===== src/rtl/scb_pkg.sv =====
// rtl/scb_pkg.sv - shared widths, candidate field layout and retire entry type for the scoreboard retire unit
// Contents:
//   W_ident, W_pip, W_PA_rx : ident / pipe tag / physical register widths
//   UNUSED_CD               : all-ones "no cell" ident
//   READY_BIT, PIP_LSB, RD_LSB, CAND_W : layout of one per-cell completion candidate {ready, pip, rd}
//   retire_entry_t          : one retire FIFO entry {pip, rd}
package scb_pkg;

    localparam int W_ident = 4;
    localparam int W_pip   = 2;
    localparam int W_PA_rx = 5;

    localparam logic [W_ident-1:0] UNUSED_CD = '1;

    localparam int RD_LSB    = 0;
    localparam int PIP_LSB   = W_PA_rx;
    localparam int READY_BIT = W_PA_rx + W_pip;
    localparam int CAND_W    = 1 + W_pip + W_PA_rx;

    typedef struct packed {
        logic [W_pip-1:0]   pip;
        logic [W_PA_rx-1:0] rd;
    } retire_entry_t;

endpackage


===== src/rtl/scb_retire_unit_if.sv =====
// rtl/scb_retire_unit_if.sv - writeback valid/ready port from the retire unit to the register file
// Signals:
//   wb_valid : head entry available (master -> slave)
//   wb_ready : register-file port accepts (slave -> master)
//   wb_pip   : pipe tag of head entry
//   wb_rd    : destination register of head entry
// Modports: master (retire unit side), slave (register-file side)
interface scb_retire_unit_if;
    import scb_pkg::*;

    logic               wb_valid;
    logic               wb_ready;
    logic [W_pip-1:0]   wb_pip;
    logic [W_PA_rx-1:0] wb_rd;

    modport master (output wb_valid, output wb_pip, output wb_rd, input wb_ready);
    modport slave  (input wb_valid, input wb_pip, input wb_rd, output wb_ready);

endinterface


===== src/rtl/scb_retire_fifo.sv =====
// rtl/scb_retire_fifo.sv - in-order retire FIFO, 0..MAX_CAPT pushes and one pop per cycle
// Ports:
//   clk, rst_n  : clock, async active-low reset
//   flush       : empty the FIFO at this edge (overrides push and pop)
//   pop         : remove the head entry
//   push_cnt    : number of push_data slots to append this edge (caller guarantees space)
//   push_data   : entries to append, slot 0 first
//   head        : entry at the read pointer
//   count       : occupancy 0..FIFO_DEPTH
module scb_retire_fifo
    import scb_pkg::*;
#(
    parameter int FIFO_DEPTH = 4,
    parameter int MAX_CAPT   = 2
) (
    input  logic                          clk,
    input  logic                          rst_n,
    input  logic                          flush,
    input  logic                          pop,
    input  logic [$clog2(FIFO_DEPTH):0]   push_cnt,
    input  retire_entry_t                 push_data [MAX_CAPT],
    output retire_entry_t                 head,
    output logic [$clog2(FIFO_DEPTH):0]   count
);

    localparam int PW = $clog2(FIFO_DEPTH);
    localparam int CW = PW + 1;

    retire_entry_t mem [FIFO_DEPTH];
    logic [PW-1:0] wr_ptr;
    logic [PW-1:0] rd_ptr;

    // Depth is a power of two, so pointer arithmetic wraps on its own.
    always_ff @(posedge clk or negedge rst_n) begin
        if (!rst_n) begin
            wr_ptr <= '0;
            rd_ptr <= '0;
            count  <= '0;
        end else if (flush) begin
            wr_ptr <= '0;
            rd_ptr <= '0;
            count  <= '0;
        end else begin
            wr_ptr <= wr_ptr + push_cnt[PW-1:0];
            rd_ptr <= rd_ptr + PW'(pop);
            count  <= count + push_cnt - CW'(pop);
        end
    end

    // Storage needs no reset: count alone decides which slots are live.
    always_ff @(posedge clk) begin
        if (!flush) begin
            for (int j = 0; j < MAX_CAPT; j++) begin
                if (CW'(j) < push_cnt)
                    mem[wr_ptr + PW'(j)] <= push_data[j];
            end
        end
    end

    assign head = mem[rd_ptr];

endmodule


===== src/rtl/scb_retire_unit.sv =====
// rtl/scb_retire_unit.sv - scoreboard retire unit: insert-address select, capture of ready cells, in-order writeback
// Ports:
//   clk, rst_n    : clock, async active-low reset
//   cand_wb_bus   : per-cell completion candidates {ready, pip, rd}, cell k in slice k
//   cand_ins_bus  : per-cell insert candidates (own ident if free, else all-ones)
//   ins_req       : issue stage requests an allocation
//   CFI_PC_clear  : control-flow flush
//   addr_insert   : ident of the cell to allocate, all-ones when none
//   ins_stall     : allocation request cannot be granted
//   wb            : writeback port (master modport)
//   fifo_count    : retire FIFO occupancy
//   retire_ovf    : sticky, a ready candidate was dropped
// Build option: SCB_RD_ZERO_FILTER_EN - ready candidates with rd==0 retire without a FIFO push.
module scb_retire_unit
    import scb_pkg::*;
#(
    parameter int N_CELL     = 8,
    parameter int FIFO_DEPTH = 4,
    parameter int MAX_CAPT   = 2
) (
    input  logic                          clk,
    input  logic                          rst_n,
    input  logic [N_CELL*CAND_W-1:0]      cand_wb_bus,
    input  logic [N_CELL*W_ident-1:0]     cand_ins_bus,
    input  logic                          ins_req,
    input  logic                          CFI_PC_clear,
    output logic [W_ident-1:0]            addr_insert,
    output logic                          ins_stall,
    scb_retire_unit_if.master             wb,
    output logic [$clog2(FIFO_DEPTH):0]   fifo_count,
    output logic                          retire_ovf
);

    localparam int CW = $clog2(FIFO_DEPTH) + 1;

    logic [W_ident-1:0] min_id;
    logic               full;
    logic               pop;
    logic [CW-1:0]      count;
    logic [CW-1:0]      free_slots;
    logic [CW-1:0]      limit;
    logic [CW-1:0]      n_sel;
    logic [CW-1:0]      push_cnt;
    logic               drop;
    logic               cell_rdy;
    retire_entry_t      cell_ent;
    retire_entry_t      sel_data [MAX_CAPT];
    retire_entry_t      head;

    // Lowest free ident wins; busy cells present all-ones and never win.
    always_comb begin
        min_id = UNUSED_CD;
        for (int k = 0; k < N_CELL; k++) begin
            if (cand_ins_bus[k*W_ident +: W_ident] < min_id)
                min_id = cand_ins_bus[k*W_ident +: W_ident];
        end
    end

    assign full        = (count == CW'(FIFO_DEPTH));
    assign addr_insert = (ins_req && !full && !CFI_PC_clear) ? min_id : UNUSED_CD;
    assign ins_stall   = ins_req & ((min_id == UNUSED_CD) | full | CFI_PC_clear);

    assign wb.wb_valid = (count != '0);
    assign pop         = wb.wb_valid & wb.wb_ready & ~CFI_PC_clear;

    // A same-cycle pop frees its slot for this cycle's pushes.
    assign free_slots = CW'(FIFO_DEPTH) - count + CW'(pop);
    assign limit      = (free_slots < CW'(MAX_CAPT)) ? free_slots : CW'(MAX_CAPT);

    // Scan from cell 0 upward so the lowest index lands in the lowest slot.
    always_comb begin
        n_sel    = '0;
        drop     = 1'b0;
        cell_rdy = 1'b0;
        cell_ent = '0;
        for (int j = 0; j < MAX_CAPT; j++)
            sel_data[j] = '0;
        for (int k = 0; k < N_CELL; k++) begin
            cell_rdy     = cand_wb_bus[k*CAND_W + READY_BIT];
            cell_ent.pip = cand_wb_bus[k*CAND_W + PIP_LSB +: W_pip];
            cell_ent.rd  = cand_wb_bus[k*CAND_W + RD_LSB +: W_PA_rx];
`ifdef SCB_RD_ZERO_FILTER_EN
            // rd==0 has no architectural effect: retire it silently.
            cell_rdy = cell_rdy && (cell_ent.rd != '0);
`endif
            if (cell_rdy) begin
                if (n_sel < limit) begin
                    for (int j = 0; j < MAX_CAPT; j++) begin
                        if (n_sel == CW'(j))
                            sel_data[j] = cell_ent;
                    end
                    n_sel = n_sel + 1'b1;
                end else begin
                    drop = 1'b1;
                end
            end
        end
    end

    assign push_cnt = CFI_PC_clear ? '0 : n_sel;

    scb_retire_fifo #(
        .FIFO_DEPTH (FIFO_DEPTH),
        .MAX_CAPT   (MAX_CAPT)
    ) u_fifo (
        .clk       (clk),
        .rst_n     (rst_n),
        .flush     (CFI_PC_clear),
        .pop       (pop),
        .push_cnt  (push_cnt),
        .push_data (sel_data),
        .head      (head),
        .count     (count)
    );

    // A flush cycle captures nothing, so nothing counts as dropped then.
    always_ff @(posedge clk or negedge rst_n) begin
        if (!rst_n)
            retire_ovf <= 1'b0;
        else if (drop && !CFI_PC_clear)
            retire_ovf <= 1'b1;
    end

    assign wb.wb_pip  = head.pip;
    assign wb.wb_rd   = head.rd;
    assign fifo_count = count;

endmodule


===== src/flat_wrapper.sv =====
// flat-port wrapper written by rule: the top's interface ports become plain ports
module scb_retire_unit_flat import scb_pkg::*;
#(
    parameter int N_CELL     = 8,
    parameter int FIFO_DEPTH = 4,
    parameter int MAX_CAPT   = 2
)
  (clk, rst_n, cand_wb_bus, cand_ins_bus, ins_req, CFI_PC_clear, addr_insert, ins_stall, fifo_count, retire_ovf, wb_wb_valid, wb_wb_pip, wb_wb_rd, wb_wb_ready);
  scb_retire_unit_if wb_i ();
  input  logic clk;
  input  logic rst_n;
  input  logic [N_CELL*CAND_W-1:0] cand_wb_bus;
  input  logic [N_CELL*W_ident-1:0] cand_ins_bus;
  input  logic ins_req;
  input  logic CFI_PC_clear;
  output logic [W_ident-1:0] addr_insert;
  output logic ins_stall;
  output logic [$clog2(FIFO_DEPTH):0] fifo_count;
  output logic retire_ovf;
  output wire logic [$bits(wb_i.wb_valid)-1:0] wb_wb_valid;
  output wire logic [$bits(wb_i.wb_pip)-1:0] wb_wb_pip;
  output wire logic [$bits(wb_i.wb_rd)-1:0] wb_wb_rd;
  input wire logic [$bits(wb_i.wb_ready)-1:0] wb_wb_ready;
  assign wb_wb_valid = wb_i.wb_valid;
  assign wb_wb_pip = wb_i.wb_pip;
  assign wb_wb_rd = wb_i.wb_rd;
  assign wb_i.wb_ready = wb_wb_ready;
  scb_retire_unit #(.N_CELL(N_CELL), .FIFO_DEPTH(FIFO_DEPTH), .MAX_CAPT(MAX_CAPT)) u_core (.clk(clk), .rst_n(rst_n), .cand_wb_bus(cand_wb_bus), .cand_ins_bus(cand_ins_bus), .ins_req(ins_req), .CFI_PC_clear(CFI_PC_clear), .addr_insert(addr_insert), .ins_stall(ins_stall), .wb(wb_i), .fifo_count(fifo_count), .retire_ovf(retire_ovf));
endmodule

===== config.mk =====
export PLATFORM = sky130hd
export DESIGN_NAME = scb_retire_unit_flat
export DESIGN_NICKNAME = d
export VERILOG_FILES = /design/src/rtl/scb_pkg.sv /design/src/rtl/scb_retire_unit_if.sv /design/src/rtl/scb_retire_fifo.sv /design/src/rtl/scb_retire_unit.sv /design/src/flat_wrapper.sv
export SDC_FILE = /design/constraint.sdc
export NUM_CORES = 1
export LEC_CHECK = 0
export ABC_AREA = 1
export CAP_MARGIN = 20
export CELL_PAD_IN_SITES_DETAIL_PLACEMENT = 0
export CELL_PAD_IN_SITES_GLOBAL_PLACEMENT = 1
export CORE_ASPECT_RATIO = 0.7
export CORE_MARGIN = 4
export CORE_UTILIZATION = 30
export DETAILED_ROUTE_END_ITERATION = 10
export PLACE_DENSITY = 0.7
export SYNTH_ARGS = -nofsm -noshare
export SYNTH_HDL_FRONTEND = slang
export SYNTH_SLANG_ARGS = --single-unit

===== constraint.sdc =====
create_clock -name clk -period 9.6 [get_ports clk]
set_input_delay 1.92 -clock clk [delete_from_list [all_inputs] [get_ports clk]]
set_output_delay 1.92 -clock clk [all_outputs]
set_load 0.005 [all_outputs]

After elaboration in Yosys (flattened, before gate mapping)
Memories as Yosys holds them, arrays and structs flattened.
Index checks and enable logic that the tools add are counted.

operators by class
  $add $sub $neg = 14
  order comparisons = 19
  equal/unequal tests = 9
  mux-type cells = 82
  bitwise logic cells = 6
  reductions and logical operators = 13

operator list
  kind                 number
  $mux 14              14
  $mux 7               16
  $mux 3               18
  $mux 4               9
  $lt 4x4->1           7
  $mux 1               23
  $add 3x1->3 const B  7
  $eq 3x1->1 const B   7
  $logic_not 3->1      7
  $lt 3x3->1           7
  $lt 1x3->1 const A   3
  $eq 4x4->1 const B   1
  $lt 4x4->1 const B   1
  $mux 2               2
  $add 3x1->3          1
  $add 3x3->3          1
  $and 1x1->1          3
  $eq 3x3->1 const B   1
  $logic_and 1x1->1    3
  $lt 3x2->1 const B   1
  $reduce_bool 3->1    1
  $sub 3x1->3          1
  $sub 3x3->3 const A  1
  $add 2x1->2          1
  other kinds (5)      7

word-level totals
  flip-flop bits (word level) = 8
  RAM bits = 28
  input port bits = 101
  output and inout bits = 17
  logic and storage cells = 148
  memories = 1

memory list
  memory             words  width  read ports  clocked after Yosys merged registers in  write ports  line                   RTL
  u_core.u_fifo.mem  4      7      1           0                                        2            scb_retire_fifo.sv:29  retire_entry_t mem [FIFO_DEPTH];

Longest topological paths before layout
  depth after elaboration = 35
  mapped depth = 66
  mapped depth without buffers = 65

By module
From an unflattened synthesis, not the netlist that was laid out.

unflattened totals
  cell total of the unflattened synthesis = 835
  area, all modules = 5,345.1 um2

modules (own cells, without submodules)
  module           instances  cells each  area each (um2)  seq. area each (um2)
  scb_retire_unit  1          594         3,291.9          25.0
  scb_retire_fifo  1          241         2,053.2          1,016.0

Worst setup path after synthesis
Ideal clock, no wire load.

  kind = in2reg
  start point = input port CFI_PC_clear
  end point = register u_core.u_fifo.count[2]
  library setup time = 0.118 ns
  arrival time = 10.554 ns
  required time = 9.482 ns
  setup slack = -1.071 ns
  stages = 59
  buffers on the path = 1
  path through = inv_1 -> nand3_1 -> ha_1 -> inv_1 -> ha_1 -> inv_1 -> nand3_4 -> nand2_2 -> clkinv_1 -> ha_1 -> a21oi_2 -> nand2_4 -> o21ai_0 -> inv_1 -> ha_1 -> a21o_1 -> a31oi_1 -> nand2_2 -> [... 23 more ...] -> nand2_1 -> inv_1 -> nand2_1 -> nand2_1 -> inv_2 -> nand2_4 -> nand2_1 -> nand3_1 -> ha_1 -> inv_1 -> ha_1 -> inv_1 -> fa_1 -> xnor2_1 -> xor2_1 -> nand2_1 -> nand2_1 -> nor2_1

between the ends
  cells in the longest elaborated chain, start to end = 33
  elaborated cells between the ends (all ways) = 40
  classes of those cells = 10 x add/sub; 9 x order compare; 19 x mux; 2 x bitwise

RTL lines
  item                                       line                                          RTL
  from (decl)                                flat_wrapper.sv:15                            input logic CFI_PC_clear;
  $not 1->1                                  scb_retire_unit.sv:64                         assign pop = wb.wb_valid & wb.wb_ready & ~CFI_PC_clear;
  $and 1x1->1                                scb_retire_unit.sv:64
  $add 3x1->3                                scb_retire_unit.sv:67                         assign free_slots = CW'(FIFO_DEPTH) - count + CW'(pop);
  $lt 3x2->1                                 scb_retire_unit.sv:68                         assign limit = (free_slots < CW'(MAX_CAPT)) ? free_slots : CW'(MAX_CAPT);
  $mux 3                                     scb_retire_unit.sv:68
  $lt 1x3->1                                 scb_retire_unit.sv:87                         if (n_sel < limit) begin
  $mux 1                                     scb_retire_unit.sv:87
  $mux 3                                     scb_retire_unit.sv:86                         if (cell_rdy) begin
  [... 17 more ...]                          -
  $mux 3                                     scb_retire_unit.sv:86
  $add 3x1->3 or $lt 3x3->1 (tied branches)  scb_retire_unit.sv:92, scb_retire_unit.sv:87
  $mux 3                                     scb_retire_unit.sv:87
  $mux 3                                     scb_retire_unit.sv:86
  $mux 3                                     scb_retire_unit.sv:100                        assign push_cnt = CFI_PC_clear ? '0 : n_sel;
  $add 3x3->3                                scb_retire_fifo.sv:46                         count <= count + push_cnt - CW'(pop);
  $sub 3x1->3                                scb_retire_fifo.sv:46
  $mux 3 *                                   scb_retire_fifo.sv:39                         end else if (flush) begin
  to (signal assigned)                       scb_retire_fifo.sv:46
  to (decl)                                  scb_retire_fifo.sv:23                         output logic [$clog2(FIFO_DEPTH):0] count

Mark *: on every way between the ends. The rest lies on a longest branch, timed or not.
A chain may end at the register's enable or synchronous reset.

Worst setup path after layout
  start point = input port cand_ins_bus[7]
  end point = output port ins_stall

between the ends
  cells in the longest elaborated chain, start to end = 18

RTL lines
  item                       line                   RTL
  from (decl)                flat_wrapper.sv:13     input logic [N_CELL*W_ident-1:0] cand_ins_bus;
  $lt 4x4->1                 scb_retire_unit.sv:54  if (cand_ins_bus[k*W_ident +: W_ident] < min_id)
  $mux 4 *                   scb_retire_unit.sv:54
  $lt 4x4->1                 scb_retire_unit.sv:54
  $mux 4 *                   scb_retire_unit.sv:54
  $lt 4x4->1                 scb_retire_unit.sv:54
  $mux 4 *                   scb_retire_unit.sv:54
  $lt 4x4->1                 scb_retire_unit.sv:54
  $mux 4 *                   scb_retire_unit.sv:54
  $lt 4x4->1                 scb_retire_unit.sv:54
  $mux 4 *                   scb_retire_unit.sv:54
  $lt 4x4->1                 scb_retire_unit.sv:54
  $mux 4 *                   scb_retire_unit.sv:54
  $lt 4x4->1                 scb_retire_unit.sv:54
  $mux 4 *                   scb_retire_unit.sv:54
  $eq 4x4->1 *               scb_retire_unit.sv:61  assign ins_stall = ins_req & ((min_id == UNUSED_CD) | full | CFI_PC_clear);
  $or 1x1->1 * (2 in a row)  scb_retire_unit.sv:61
  $and 1x1->1 *              scb_retire_unit.sv:61
  to (decl)                  flat_wrapper.sv:17     output logic ins_stall;

Marked as above.

==> results_tabular.tex <==
\begin{tabular}{lr}
\hline
Metric & Value \\
\hline
\multicolumn{2}{l}{\textbf{Status}} \\
\quad Result of the run & finished, violations left \\
\quad Violations in the final reports & setup timing \\
\multicolumn{2}{l}{\textbf{Synthesis}} \\
\quad Area of the mapped netlist & 5060 sq um \\
\quad Primary FF master, synth & sky130\_fd\_sc\_hd\_\_edfxtp\_1 \\
\quad Sequential area share after synthesis & 20.6\% \\
\quad Post-synthesis mux area share & 2.77\% \\
\quad Xor and xnor fraction of the mapped netlist area & 2.74\% \\
\quad Warnings, synthesis & 0 \\
\quad Number of instances in the synthesized netlist & 762 \\
\quad Fraction of registers with async set/reset & 22.2\% \\
\quad Synthesized-area fraction occupied by adder cells & 16.2\% \\
\quad Library cell with the highest instance count after synthesis & sky130\_fd\_sc\_hd\_\_nand2\_1 \\
\quad Post-synth top area share & 16.6\% \\
\quad Simple-Gate Fraction of Synth Area & 33.4\% \\
\quad Compound-gate portion of the synthesized area & 14.4\% \\
\quad Dominant cells by area after synthesis & sky130\_fd\_sc\_hd\_\_edfxtp\_1 17\%, sky130\_fd\_sc\_hd\_\_nand2\_1 16\%, sky130\_fd\_sc\_hd\_\_ha\_1 16\%, sky130\_fd\_sc\_hd\_\_inv\_1 7.2\%, sky130\_fd\_sc\_hd\_\_nand3\_1 6.7\% \\
\quad Cell variety after synth & 47 \\
\quad Average footprint of a synthesized cell & 6.64 sq um \\
\quad Largest family of logic cells by synthesized area & simple AND/OR/NAND/NOR gates \\
\quad Synth Register Bits & 36 \\
\quad Number of enable flip-flop cells after synthesis & 28 \\
\quad Cell taking the most area after synthesis & sky130\_fd\_sc\_hd\_\_edfxtp\_1 \\
\quad List of most frequent post-synthesis cells & 215 x sky130\_fd\_sc\_hd\_\_nand2\_1, 97 x sky130\_fd\_sc\_hd\_\_inv\_1, 68 x sky130\_fd\_sc\_hd\_\_nand3\_1 \\
\multicolumn{2}{l}{\textbf{Detailed routing}} \\
\quad Number of DRC markers in iteration 0 & 248 \\
\quad Via Count & 5845 \\
\quad First-pass iteration count of the detailed router & 7 \\
\quad Routed len/inst & 14.3 um \\
\quad Ratio of routed vias to standard cells & 4.64 \\
\quad Final ANT Viol Nets & 0 \\
\quad DRC Markers & 0 \\
\quad Post-Route WL & 18000 um \\
\multicolumn{2}{l}{\textbf{Hold path}} \\
\quad Hold Path Cell Cnt & 1 \\
\quad Startpoint of the lowest-slack hold path & u\_core.retire\_ovf \\
\quad Worst hold path class & reg -> reg \\
\multicolumn{2}{l}{\textbf{Clock tree}} \\
\quad Total number of clock tree sinks & 36 \\
\quad Clock tree root buffer cell & sky130\_fd\_sc\_hd\_\_clkbuf\_16 \\
\quad Number of clock buffers inserted by TritonCTS & 5 \\
\quad Clock-pin slew on the worst setup and hold paths & 50 ps \\
\quad Clock tree from TritonCTS & yes \\
\quad Number of hold-repair buffers added at the cts stage & 0 \\
\quad CTS H-Tree Depth & 2 \\
\quad Clk\_lat worst skew & 280 ps \\
\quad Maximum number of buffers from clock root to sink & 2 \\
\multicolumn{2}{l}{\textbf{Global routing}} \\
\quad Vias in the first global route & 5623 \\
\quad Leftover overflow at the end of global routing & 0 \\
\quad First-pass GRT wire length & 27900 um \\
\quad Antenna violations before repair & 3 \\
\quad Overall Global Routing Usage & 18.3\% \\
\quad Maximum number of pins on one net before global-route repair & 23 \\
\multicolumn{2}{l}{\textbf{Setup path}} \\
\quad Critical Path RT & 7680 ps \\
\quad Critical Path Sink Type & primary output \\
\quad Worst setup path start & cand\_ins\_bus[7] \\
\quad Critical Path Start Type & input pin \\
\quad Most numerous cell on the critical path & sky130\_fd\_sc\_hd\_\_nand2\_2 \\
\quad Critical Path Slowest Stage Cell & sky130\_fd\_sc\_hd\_\_ha\_1 \\
\quad Class of the most critical setup path & in -> out \\
\quad Reg-to-Reg Start & u\_core.u\_fifo.count[0] \\
\quad Maximum fanout encountered on the critical timing path & 5 \\
\quad Arr. time, crit path & 7730 ps \\
\quad Cell depth of the worst flop-to-flop path & 64 \\
\quad Worst stage delay on the critical path & 280 ps \\
\multicolumn{2}{l}{\textbf{STA}} \\
\quad Minimum setup slack in the final design & -46.1 ps \\
\quad Highest attainable clock frequency & 0.104 GHz \\
\quad Shortest clock period the worst path allows after layout & 9650 ps \\
\quad Finish-stage setup viols & 2 \\
\quad Max transition margin & 42.0\% \\
\quad Ratio of final minimum period to clock period & 100\% \\
\quad Unrepaired setup endpoints after global routing & yes \\
\quad Measured slew at the worst slew-check pin & 866 ps \\
\quad Final TNS setup & -75.0 ps \\
\quad Number of pins with negative max-slew slack in the final report & 0 \\
\quad Final Hold Vio Count & 0 \\
\quad Worst-case clock skew & 5.14 ps \\
\multicolumn{2}{l}{\textbf{Die}} \\
\quad Die extent in x & 163 um \\
\quad Core ar. & 16400 sq um \\
\quad Die Area & 19000 sq um \\
\quad Number of top-level pins & 118 \\
\quad Starting density of the core & 30.8\% \\
\quad Total number of placement rows & 39 \\
\quad Vertical extent of the die & 117 um \\
\multicolumn{2}{l}{\textbf{Finish}} \\
\quad Growth of design area from synthesis to finish & 72.7\% \\
\quad Final net count & 1199 \\
\quad Final core occ & 53.1\% \\
\quad Finished Cell Area & 8740 sq um \\
\quad Total of fill cells in the finished design & 1614 \\
\quad Share of post-route cells with drive strength above 1 & 35.1\% \\
\multicolumn{2}{l}{\textbf{Placed design}} \\
\quad RePlAce Congestion & 0.816 \\
\quad HPWL reported at the end of detailed placement & 13700 um \\
\quad Buffers on Ports & 117 \\
\quad Placement-stage cell area & 7370 sq um \\
\multicolumn{2}{l}{\textbf{Run}} \\
\quad Number of maximum-capacitance violations & 0 \\
\hline
\end{tabular}
[flip-flops by register name, summed over array words and instances, names as in the netlist]
register              cells
u_core.u_fifo.mem        28
u_core.retire_ovf         1
u_core.u_fifo.count       3
u_core.u_fifo.rd_ptr      2
u_core.u_fifo.wr_ptr      2
[per-stage QoR]
| step | hold slack (ps) | instances | setup WS, ps |
|---|---|---|---|
| after floorplan | 451 | 766 | 77.9 |
| after CTS | 472 | 1242 | -71.4 |
| after detailed placement | 460 | 1186 | -1160 |
| after global placement | 457 | 1186 | -913 |
| after global routing | 491 | 1259 | -555 |
| final | 459 | 1260 | -46.1 |
[cell usage in the layout (no fill, tap or decap), types with 8 or more instances in the layout]
cell type and n:
sky130_fd_sc_hd__a21oi_1 11, sky130_fd_sc_hd__a21oi_2 8, sky130_fd_sc_hd__buf_4 149, sky130_fd_sc_hd__buf_6 8, sky130_fd_sc_hd__clkdlybuf4s50_1 103, sky130_fd_sc_hd__dfrtp_1 8
sky130_fd_sc_hd__edfxtp_1 28, sky130_fd_sc_hd__ha_1 41, sky130_fd_sc_hd__ha_4 20, sky130_fd_sc_hd__inv_1 77, sky130_fd_sc_hd__inv_2 20, sky130_fd_sc_hd__mux2i_1 14
sky130_fd_sc_hd__nand2_1 168, sky130_fd_sc_hd__nand2_2 39, sky130_fd_sc_hd__nand2_4 18, sky130_fd_sc_hd__nand3_1 62, sky130_fd_sc_hd__nand3_2 8, sky130_fd_sc_hd__nor2_1 44
sky130_fd_sc_hd__nor2_2 8, sky130_fd_sc_hd__nor2_4 8, sky130_fd_sc_hd__nor3_1 17, sky130_fd_sc_hd__o21ai_0 46, sky130_fd_sc_hd__o21ai_1 8, sky130_fd_sc_hd__o21ai_2 13
[cell families after synthesis]
kind of cell    after synthesis
mux                          14
simple gates                385
fa+ha+maj                    65
buf+inv                     125
xor+xnor                      9
other cells                   1
flops                        36
compound gates              127
[cell type report]
type,count,area [sq um],area share [%]
antenna,1,2.50,0.0286
clock buffer,6,129,1.47
clock inverter,2,35.0,0.401
inverter,107,428,4.90
multi-input combinational,605,4370,50.0
sequential,36,1040,11.9
tap,225,282,3.22
timing repair buffer,278,2450,28.1
[path summary, 6_finish.rpt]
path,to,slack [ps]
worst max-delay path,ins_stall,-50
worst min-delay path,u_core.retire_ovf,460
worst max register to register,u_core.u_fifo.count[2],1370
worst min register to register,u_core.retire_ovf,460
max in group asynchronous,u_core.u_fifo.count[2],7430
min in group asynchronous,u_core.retire_ovf,1920
[per-layer routing]
metal	up-vias	wire length, um	track usage, %
li1	3061	-	-
met1	2630	8750	26.0
met2	132	7900	28.5
met3	18	1120	4.83
met4	4	199	2.79
met5	-	27	0
[worst max-delay path: cells and delay by family]
kind            cells  cell delay (ps)
compound gates      6              500
simple gates       34             2820
fa+ha+maj           6             1590
buf+inv            10              900
[what timing repair did]
| action | in CTS | in global routing |
|---|---|---|
| cloned | 0 | 0 |
| endpoints found under the setup margin | 62 | 63 |
| buffers inserted | 48 | 17 |
| pin swaps | 33 | 78 |
| resized for setup | 77 | 148 |
Power is not shown: default switching activity piles up to over one toggle a cycle in this logic, so the estimate is an artifact.
